**config.mk**
```make
export PLATFORM = sky130hd
export DESIGN_NAME = muldiv_ctrl_flat
export DESIGN_NICKNAME = d
export VERILOG_FILES = /design/src/rtl/muldiv_ctrl_if.sv /design/src/rtl/muldiv_ctrl.sv /design/src/flat_wrapper.sv
export SDC_FILE = /design/constraint.sdc
export NUM_CORES = 1
export LEC_CHECK = 0
export CAP_MARGIN = 0
export CORE_MARGIN = 2
export CORE_UTILIZATION = 40
export CTS_CLUSTER_DIAMETER = 40
export DETAILED_ROUTE_END_ITERATION = 7
export PLACE_DENSITY_LB_ADDON = 0.08
export SYNTH_ARGS = -nofsm -noshare
export SYNTH_HDL_FRONTEND = slang
export SYNTH_SLANG_ARGS = --single-unit
export TNS_END_PERCENT = 100
```
**constraint.sdc**
```tcl
create_clock -name clk -period 4.2 [get_ports clk]
set_clock_uncertainty 0.1 [all_clocks]
set_input_delay 0.63 -clock clk [delete_from_list [all_inputs] [get_ports clk]]
set_output_delay 0.63 -clock clk [all_outputs]
set_load 0.05 [all_outputs]
```
**src/rtl/muldiv_ctrl_if.sv**
```systemverilog
// EX-stage bundle for the mult/div sequencer: launch, mthi/mtlo writes, status and HI/LO.
// MULDIV_DIV0_EN adds the div0 flag that accompanies done on a short-circuited divide by zero.
interface muldiv_ctrl_if #(
  parameter int WIDTH = 32
);
  logic             start;
  logic [4:0]       op;
  logic [WIDTH-1:0] a;
  logic [WIDTH-1:0] b;
  logic             cancel;
  logic             wr_hi;
  logic             wr_lo;
  logic [WIDTH-1:0] wdata;
  logic             busy;
  logic             stall;
  logic             done;
  logic [WIDTH-1:0] hi;
  logic [WIDTH-1:0] lo;
`ifdef MULDIV_DIV0_EN
  logic             div0;
`endif

  modport master (
    output start, op, a, b, cancel, wr_hi, wr_lo, wdata,
`ifdef MULDIV_DIV0_EN
    input  div0,
`endif
    input  busy, stall, done, hi, lo
  );

  modport slave (
    input  start, op, a, b, cancel, wr_hi, wr_lo, wdata,
`ifdef MULDIV_DIV0_EN
    output div0,
`endif
    output busy, stall, done, hi, lo
  );
endinterface

```
**src/rtl/muldiv_ctrl.sv**
```systemverilog
// Bit-serial mult/multu/div/divu sequencer owning HI/LO; stalls the pipeline while busy.
// MULDIV_DIV0_EN: divide by zero bypasses CALC and pulses div0 together with done.
module muldiv_ctrl #(
  parameter int WIDTH = 32
) (
  input  logic         clk,
  input  logic         reset_n,
  muldiv_ctrl_if.slave bus
);
  localparam int CNT_W = $clog2(WIDTH);
  localparam logic [4:0] OP_MULT  = 5'b10011;
  localparam logic [4:0] OP_MULTU = 5'b10101;
  localparam logic [4:0] OP_DIV   = 5'b10110;
  localparam logic [4:0] OP_DIVU  = 5'b10111;

  typedef enum logic [1:0] {IDLE, CALC, FIX} state_t;
  state_t state, state_nxt;

  logic [2*WIDTH-1:0] acc, acc_step, acc_fix;
  logic [WIDTH-1:0]   opnd, hi_q, lo_q, abs_a, abs_b, div_diff;
  logic [CNT_W-1:0]   cnt;
  logic [WIDTH:0]     mul_sum, div_top;
  logic               is_div, neg_q, neg_r, fix_last, done_q;
  logic               op_valid, op_div, op_signed, launch, div0_launch, no_borrow;
`ifdef MULDIV_DIV0_EN
  logic               div0_pend, div0_q;
`endif

  always_comb begin
    op_valid  = bus.op inside {OP_MULT, OP_MULTU, OP_DIV, OP_DIVU};
    op_div    = (bus.op == OP_DIV) || (bus.op == OP_DIVU);
    op_signed = (bus.op == OP_MULT) || (bus.op == OP_DIV);
    abs_a     = (op_signed && bus.a[WIDTH-1]) ? -bus.a : bus.a;
    abs_b     = (op_signed && bus.b[WIDTH-1]) ? -bus.b : bus.b;
    launch    = bus.start && op_valid && !bus.cancel && (state == IDLE);
`ifdef MULDIV_DIV0_EN
    div0_launch = launch && op_div && (bus.b == '0);
`else
    div0_launch = 1'b0;
`endif
  end

  // One iteration: mul adds into the upper half then shifts right; div shifts the
  // remainder:quotient pair left and keeps the trial subtraction when it does not borrow.
  always_comb begin
    mul_sum   = {1'b0, acc[2*WIDTH-1:WIDTH]} + {1'b0, opnd};
    div_top   = acc[2*WIDTH-1:WIDTH-1];
    no_borrow = div_top >= {1'b0, opnd};
    div_diff  = div_top[WIDTH-1:0] - opnd;
    if (is_div)
      acc_step = no_borrow ? {div_diff, acc[WIDTH-2:0], 1'b1} : {acc[2*WIDTH-2:0], 1'b0};
    else
      acc_step = acc[0] ? {mul_sum, acc[WIDTH-1:1]} : {1'b0, acc[2*WIDTH-1:1]};
    if (is_div)
      acc_fix = {neg_r ? -acc[2*WIDTH-1:WIDTH] : acc[2*WIDTH-1:WIDTH],
                 neg_q ? -acc[WIDTH-1:0]       : acc[WIDTH-1:0]};
    else
      acc_fix = neg_q ? -acc : acc;
  end

  always_ff @(posedge clk or negedge reset_n) begin
    if (!reset_n) state <= IDLE;
    else          state <= state_nxt;
  end

  always_comb begin
    state_nxt = state;
    case (state)
      IDLE:    if (launch) state_nxt = div0_launch ? FIX : CALC;
      CALC:    if (bus.cancel) state_nxt = IDLE;
               else if (cnt == '0) state_nxt = FIX;
      FIX:     if (bus.cancel || fix_last) state_nxt = IDLE;
      default: state_nxt = IDLE;
    endcase
  end

  // FIX spends one cycle on sign correction and a second on the HI/LO commit.
  always_ff @(posedge clk or negedge reset_n) begin
    if (!reset_n) begin
      acc      <= '0;
      opnd     <= '0;
      hi_q     <= '0;
      lo_q     <= '0;
      cnt      <= '0;
      is_div   <= 1'b0;
      neg_q    <= 1'b0;
      neg_r    <= 1'b0;
      fix_last <= 1'b0;
      done_q   <= 1'b0;
`ifdef MULDIV_DIV0_EN
      div0_pend <= 1'b0;
      div0_q    <= 1'b0;
`endif
    end else begin
      done_q <= 1'b0;
`ifdef MULDIV_DIV0_EN
      div0_q <= 1'b0;
`endif
      case (state)
        IDLE: begin
          if (bus.wr_hi) hi_q <= bus.wdata;
          if (bus.wr_lo) lo_q <= bus.wdata;
          if (launch) begin
            cnt      <= CNT_W'(WIDTH - 1);
            is_div   <= op_div;
            fix_last <= 1'b0;
            neg_q    <= op_signed && (bus.a[WIDTH-1] ^ bus.b[WIDTH-1]);
            neg_r    <= op_signed && op_div && bus.a[WIDTH-1];
            if (op_div) begin
              acc  <= {{WIDTH{1'b0}}, abs_a};
              opnd <= abs_b;
            end else begin
              acc  <= {{WIDTH{1'b0}}, abs_b};
              opnd <= abs_a;
            end
`ifdef MULDIV_DIV0_EN
            div0_pend <= div0_launch;
            if (div0_launch) begin
              acc   <= {bus.a, {WIDTH{1'b1}}};
              neg_q <= 1'b0;
              neg_r <= 1'b0;
            end
`endif
          end
        end
        CALC: begin
          acc <= acc_step;
          if (cnt != '0) cnt <= cnt - 1'b1;
        end
        FIX: begin
          if (!bus.cancel) begin
            if (!fix_last) begin
              acc      <= acc_fix;
              fix_last <= 1'b1;
            end else begin
              hi_q   <= acc[2*WIDTH-1:WIDTH];
              lo_q   <= acc[WIDTH-1:0];
              done_q <= 1'b1;
`ifdef MULDIV_DIV0_EN
              div0_q <= div0_pend;
`endif
            end
          end
        end
        default: ;
      endcase
    end
  end

  assign bus.busy  = (state != IDLE);
  assign bus.stall = (state != IDLE) || (bus.start && op_valid && (state == IDLE));
  assign bus.done  = done_q;
  assign bus.hi    = hi_q;
  assign bus.lo    = lo_q;
`ifdef MULDIV_DIV0_EN
  assign bus.div0  = div0_q;
`endif
endmodule

```
**src/flat_wrapper.sv**
```systemverilog
// flat-port wrapper written by rule: the top's interface ports become plain ports
module muldiv_ctrl_flat 
#(
  parameter int WIDTH = 32
)
  (clk, reset_n, bus_start, bus_op, bus_a, bus_b, bus_cancel, bus_wr_hi, bus_wr_lo, bus_wdata, bus_busy, bus_stall, bus_done, bus_hi, bus_lo);
  muldiv_ctrl_if #(.WIDTH(WIDTH)) bus_i ();
  input  logic clk;
  input  logic reset_n;
  input wire logic [$bits(bus_i.start)-1:0] bus_start;
  input wire logic [$bits(bus_i.op)-1:0] bus_op;
  input wire logic [$bits(bus_i.a)-1:0] bus_a;
  input wire logic [$bits(bus_i.b)-1:0] bus_b;
  input wire logic [$bits(bus_i.cancel)-1:0] bus_cancel;
  input wire logic [$bits(bus_i.wr_hi)-1:0] bus_wr_hi;
  input wire logic [$bits(bus_i.wr_lo)-1:0] bus_wr_lo;
  input wire logic [$bits(bus_i.wdata)-1:0] bus_wdata;
  output wire logic [$bits(bus_i.busy)-1:0] bus_busy;
  output wire logic [$bits(bus_i.stall)-1:0] bus_stall;
  output wire logic [$bits(bus_i.done)-1:0] bus_done;
  output wire logic [$bits(bus_i.hi)-1:0] bus_hi;
  output wire logic [$bits(bus_i.lo)-1:0] bus_lo;
  assign bus_i.start = bus_start;
  assign bus_i.op = bus_op;
  assign bus_i.a = bus_a;
  assign bus_i.b = bus_b;
  assign bus_i.cancel = bus_cancel;
  assign bus_i.wr_hi = bus_wr_hi;
  assign bus_i.wr_lo = bus_wr_lo;
  assign bus_i.wdata = bus_wdata;
  assign bus_busy = bus_i.busy;
  assign bus_stall = bus_i.stall;
  assign bus_done = bus_i.done;
  assign bus_hi = bus_i.hi;
  assign bus_lo = bus_i.lo;
  muldiv_ctrl #(.WIDTH(WIDTH)) u_core (.clk(clk), .reset_n(reset_n), .bus(bus_i));
endmodule
```
==> results of run 1 <==
-- routing by layer --
layer | track usage [%] | wire (um) | vias up
met5 | 0 | 0 | -
met4 | 16.03 | 3461 | 0
met3 | 3.676 | 3523 | 148
met2 | 50.20 | 29350 | 676
met1 | 40.80 | 27520 | 8090
li1 | - | - | 7847
-- worst max-delay path, cell delays in order, from the launching register on --
cell and delay (ns):
dfrtp_1 0.40, ha_1 0.26, fa_1 0.42, a21oi_1 0.22, o221ai_1 0.23, a41oi_1 0.40, a31oi_1 0.26, a2111oi_0 0.59
nor4_1 0.12, or3_1 0.33, a311oi_1 0.26, o21ai_0 0.10
-- power by group --
part	internal, mW	switching (mW)	total (mW)
Sequential	2.33	0.898	3.23
Clock	0.898	0.745	1.64
Combinational	3.06	5.61	8.66
-- layout by cell type (no fill, tap or decap), types with 17 or more instances in the layout --
| cell type | n |
|---|---|
| ha_1 | 73 |
| dfrtp_1 | 171 |
| o211ai_1 | 30 |
| mux2_2 | 17 |
| and3_1 | 18 |
| nand3_1 | 31 |
| nor2_1 | 226 |
| clkbuf_16 | 17 |
| or3_1 | 25 |
| xnor2_1 | 74 |
| a21o_1 | 30 |
| nor4_1 | 20 |
| clkdlybuf4s50_1 | 172 |
| a31oi_1 | 29 |
| a211oi_1 | 26 |
| a21oi_1 | 256 |
| buf_4 | 90 |
| o221ai_1 | 21 |
| inv_1 | 85 |
| xor2_1 | 53 |
| nand2_1 | 202 |
| nor2b_1 | 38 |
| nor3_1 | 59 |
| mux2i_1 | 62 |
| o31ai_1 | 17 |
| o21ai_0 | 170 |
-- through the flow --
stage	setup slack [ns]	std cells	instance area (um^2)
floorplan	0.7620	2089	15760
global placement	0.2501	2735	18390
detailed placement	0.1864	2735	18390
CTS	0.4117	2767	18970
global route	0.008130	2767	18970
finish	0.3676	2767	18970
-- flip-flops by register name, indices dropped and copies added, names as in the netlist --
| register | flops |
|---|---|
| u_core.neg_r | 1 |
| u_core.cnt | 5 |
| u_core.bus.lo | 32 |
| u_core.opnd | 32 |
| u_core.state | 2 |
| u_core.acc | 64 |
| u_core.is_div | 1 |
| u_core.neg_q | 1 |
| u_core.bus.hi | 32 |
| u_core.fix_last | 1 |
| u_core.bus.done | 1 |
-- kinds of logic after synthesis --
kind of cell    share of synthesized area, %
mux                                    5.154
fa+ha+maj                              6.194
buf+inv                                5.479
simple gates                           21.01
xor+xnor                               7.059
flops                                  27.32
compound gates                         27.79
-- cell type report --
type / instances / area [um^2]
fill: 3958 / 19770
multi-input combinational: 1692 / 10640
sequential: 172 / 4305
timing repair buffer: 266 / 2469
tap: 518 / 648.1
clock buffer: 20 / 446.7
inverter: 87 / 326.6
clock inverter: 12 / 137.6
-- final timing paths --
check	from	end	slack, ns	cells after the start
max	u_core.opnd[0]	u_core.acc[55]	0.37	11
min	reset_n	u_core.acc[55]	0.12	1
max reg2reg	u_core.opnd[0]	u_core.acc[55]	0.37	11
min reg2reg	u_core.neg_r	u_core.neg_r	0.38	2
max in group asynchronous	reset_n	u_core.acc[62]	2.78	2
min in group clk	u_core.neg_r	u_core.neg_r	0.38	2
==> results.py, run 1 <==
metrics = {
    "sta": {
        "tightest_slew_ns": 0.9204,
        "setup_viol": 0,
        "finalCritPeriodShare_pct": 91.25,
        "grt_setup_unrepaired": "no",
        "setup_tns_ns": 0,
        "fmax_ghz": 0.2609,
        "hold_viol": 0,
        "period_minus_slack_ns": 3.832,
        "hold_slack_ns": 0.1166,
        "final_max_slew_viol_count": 0,
        "slew_headroom_pct": 38.64,
    },
    "yosys": {
        "syn_area_um2": 15760,
        "synth_commonest_cells": "a21oi_1 (258), nor2_1 (227), nand2_1 (202)",
        "synthFlopType": "dfrtp_1",
        "synth_top_area_cell": "dfrtp_1",
        "ys_ff_latch": 172,
        "yosysSeqAreaShare_pct": 27.32,
        "syn_avg_cell_area_um2": 7.543,
        "yosys-top-cells-area": "dfrtp_1 (27%), a21oi_1 (8.2%), ha_1 (5.9%), nor2_1 (5.4%), o21ai_0 (5.4%)",
        "synth-edff-count": 0,
        "yosys.area.top_type_share_pct": 27.32,
        "ys_types": 85,
        "synth_warnings": 0,
        "yosysMostFrequentCell": "a21oi_1",
        "syn_inst": 2089,
        "ys_async_sr_fraction_pct": 100.0,
        "syn_nets": 2272,
    },
    "floorplan": {
        "fp-row-count": 72,
        "die_h_um": 202.5,
        "die_x_um": 202.5,
        "die-area_um2": 40990,
        "core_um2": 38740,
        "initial_core_util_pct": 40.68,
        "num_io_pins": 174,
    },
    "power_and_ir_drop": {
        "finalPower_mw": 13.54,
        "powerDensity_nw_per_um2": 713.6,
        "p_leak_nw": 7.980,
        "ir_drop_mv": 0.3585,
    },
    "global_routing": {
        "grt_pass1_vias": 16130,
        "grt_util_all_layers_pct": 31.01,
        "grt_pass1_wl_mm": 97.15,
        "gr-total-overflow": 0,
        "grt_max_degree": 82,
        "antenna_found_initial": 0,
    },
    "final_layout": {
        "nets": 2419,
        "final_util_pct": 48.97,
        "diodes": 0,
        "area_growth_pct": 20.39,
        "drive_above_1_share_pct": 7.603,
    },
    "flow_run": {
        "max_cap_violations": 0,
    },
    "clocking": {
        "clk_pin_slew_ns": 0.07,
        "htreeDepth": 4,
        "cts_tree": "yes",
        "clock_latency_ns": 0.46,
        "cts_resized": 0,
        "cts_hold_buf": 0,
        "numCtsBuffers": 17,
        "clock_sinks": 172,
        "ctsRootBufferMaster": "clkbuf_16",
        "cts_setup_buffers": 0,
        "clockBufferDepth": 2,
    },
    "critical_path": {
        "crit_path_start_kind": "flip-flop",
        "crit_type": "reg2reg",
        "worstPathArrival_ns": 4.04,
        "crit_required_ns": 4.41,
        "worst-path-max-fanout": 5,
        "endpoint_kind": "flip-flop",
    },
    "placement": {
        "io_buffer_count": 173,
        "dp_hpwl_mm": 50.75,
        "place_congestion": 0.9660,
    },
    "route": {
        "vias": 16760,
        "drt_iter0_markers": 1435,
        "wirelength_mm": 63.85,
        "firstDrtPassIters": 7,
        "routed_via_density": 6.057,
        "routedWlPerCell_um": 23.08,
        "drc_errors": 0,
        "antenna_left": 0,
    },
    "outcome": {
        "outcome": "finished clean",
    },
    "worst_hold_path": {
        "min_path_type": "in2async",
    },
}
(Power assumes the default switching activity.)
==> inputs of run 2 (changes only) <==
--- a/config.mk
+++ b/config.mk
@@ -7,10 +7,12 @@
 export LEC_CHECK = 0
 export CAP_MARGIN = 0
 export CORE_MARGIN = 2
-export CORE_UTILIZATION = 40
+export CORE_UTILIZATION = 50
 export CTS_CLUSTER_DIAMETER = 40
 export DETAILED_ROUTE_END_ITERATION = 7
 export PLACE_DENSITY_LB_ADDON = 0.08
+export SKIP_CTS_REPAIR_TIMING = 1
+export SLEW_MARGIN = 25
 export SYNTH_ARGS = -nofsm -noshare
 export SYNTH_HDL_FRONTEND = slang
 export SYNTH_SLANG_ARGS = --single-unit
==> run 2 against run 1 <==
Critical path depth unchanged. Maximum frequency fell by 4.1%. Total power rose by 1.3%. Die area is 20% lower. Highest routed layer unchanged. Register-to-register slack got worse by 0.16 ns. Critical path type unchanged.
==> results.py, run 2 (same netlist as run 1, synthesis figures left out) <==
metrics = {
    "outcome": {
        "outcome": "finished clean",
    },
    "global_routing": {
        "grt_max_degree": 100,
        "gr-total-overflow": 0,
        "grt_pass1_vias": 15920,
        "antenna_found_initial": 1,
        "grt_pass1_wl_mm": 93.43,
        "grt_util_all_layers_pct": 37.08,
    },
    "clocking": {
        "clock_latency_ns": 0.46,
        "htreeDepth": 4,
        "clock_sinks": 172,
        "clk_pin_slew_ns": 0.07,
        "cts_tree": "yes",
        "ctsRootBufferMaster": "clkbuf_16",
        "numCtsBuffers": 17,
        "clockBufferDepth": 2,
    },
    "power_and_ir_drop": {
        "seqPwrFrac_pct": 23.7,
        "combPwrFrac_pct": 63.1,
        "powerDensity_nw_per_um2": 727.0,
        "p_leak_nw": 7.992,
        "switchingPower_mw": 7.241,
        "p_clk_share_pct": 13.2,
        "p_sw_share_pct": 52.82,
        "ir_drop_mv": 0.5020,
        "p_int_mw": 6.467,
    },
    "final_layout": {
        "largest_reg_flops": 64,
        "diodes": 0,
        "nets": 2417,
        "drive_above_1_share_pct": 7.566,
        "area_growth_pct": 19.66,
        "top_register": "u_core.acc",
        "mostFrequentLayoutCell": "a21oi_1",
        "layout_common_cells": "a21oi_1 (256), nor2_1 (226), nand2_1 (202), clkdlybuf4s50_1 (172), dfrtp_1 (171)",
    },
    "critical_path": {
        "rrSetupSlack_ns": 0.20,
        "endpoint_kind": "flip-flop",
        "worstPathArrival_ns": 4.20,
        "reg2reg_to": "u_core.acc[55]",
        "crit_required_ns": 4.40,
        "crit_path_start_kind": "flip-flop",
        "worstRegToRegCells": 11,
        "crit_type": "reg2reg",
        "timing.rr.start": "u_core.opnd[0]",
        "worst-path-max-fanout": 3,
    },
    "sta": {
        "period_minus_slack_ns": 3.996,
        "hold_viol": 0,
        "slew_headroom_pct": 33.66,
        "finalCritPeriodShare_pct": 95.14,
        "fmax_ghz": 0.2503,
        "setup_viol": 0,
        "grt_setup_unrepaired": "no",
        "tightest_slew_ns": 0.9915,
        "hold_slack_ns": 0.1274,
        "setup_tns_ns": 0,
        "final_max_slew_viol_count": 0,
    },
    "floorplan": {
        "die_x_um": 181.5,
        "core_um2": 31310,
        "fp-row-count": 65,
        "num_io_pins": 174,
        "die_h_um": 181.5,
        "die-area_um2": 32950,
        "initial_core_util_pct": 50.32,
    },
    "route": {
        "routed_via_density": 6.452,
        "wirelength_mm": 62.07,
        "vias": 17090,
        "antenna_left": 0,
        "firstDrtPassIters": 8,
        "drt_iter0_markers": 1753,
        "routedWlPerCell_um": 23.43,
        "drc_errors": 0,
    },
    "flow_run": {
        "max_cap_violations": 0,
    },
    "placement": {
        "io_buffer_count": 173,
        "dp_hpwl_mm": 48.85,
        "place_congestion": 0.9734,
    },
    "worst_hold_path": {
        "min_path_type": "in2async",
    },
}
[run 2: routing by layer]
layer  vias to the layer above  global-route usage [%]  routed length (um)
li1                       7845                       -                   -
met1                      8141                   47.56               25010
met2                       894                   59.59               28210
met3                       211                   5.455                4746
met4                         0                   21.95                4108
met5                         -                       0                   0
[run 2: power by group through the flow]
stage	clock [mW]	sequential, mW	combinational [mW]
after CTS	1.81	3.19	8.51
final	1.80	3.25	8.65
after global placement	0	3.19	8.41
after detailed placement	0	3.22	8.46
after floorplan	0	3.88	4.76
after global routing	1.87	3.30	9.27
[run 2: final cells by class]
| type | count | area [um^2] |
|---|---|---|
| inverter | 87 | 326.6 |
| clock inverter | 13 | 211.5 |
| clock buffer | 19 | 442.9 |
| fill | 2889 | 12460 |
| tap | 402 | 503.0 |
| timing repair buffer | 264 | 2429 |
| multi-input combinational | 1692 | 10640 |
| sequential | 172 | 4305 |
[run 2: stage by stage]
| stage | setup WS [ns] | power, mW | cells | utilization [%] | cell area [um^2] |
|---|---|---|---|---|---|
| 2_1_floorplan | 0.7620 | 8.645 | 2089 | - | 15760 |
| 3_3_place_gp | 0.2489 | 11.60 | 2617 | 58.13 | 18200 |
| 3_5_place_dp | 0.2199 | 11.68 | 2617 | 58.13 | 18200 |
| 4_1_cts | 0.3862 | 13.51 | 2649 | 60.22 | 18850 |
| 5_1_grt | 0.03065 | 14.44 | 2649 | 60.22 | 18850 |
| 6_report | 0.2043 | 13.71 | 2649 | 60.22 | 18850 |
[run 2: worst max-delay path, stage by stage (launching register included)]
cell       delay (ns)
dfrtp_1          0.41
ha_1             0.26
fa_1             0.44
a21oi_1          0.25
o221ai_1         0.23
a41oi_1          0.36
a31oi_1          0.28
a2111oi_0        0.66
nor4_1           0.13
or3_1            0.33
a311oi_1         0.27
o21ai_0          0.11
[run 2: worst max-delay path by stage]
stage,startpoint,to,slack (ns),depth (start not counted)
after floorplan,u_core.acc[32],u_core.acc[55],0.76,11
after global placement,bus_b[0],u_core.opnd[22],0.25,10
after detailed placement,bus_b[0],u_core.opnd[22],0.22,10
after CTS,u_core.opnd[0],u_core.acc[55],0.39,11
after global routing,u_core.opnd[0],u_core.acc[55],0.03,11
final,u_core.opnd[0],u_core.acc[55],0.20,11
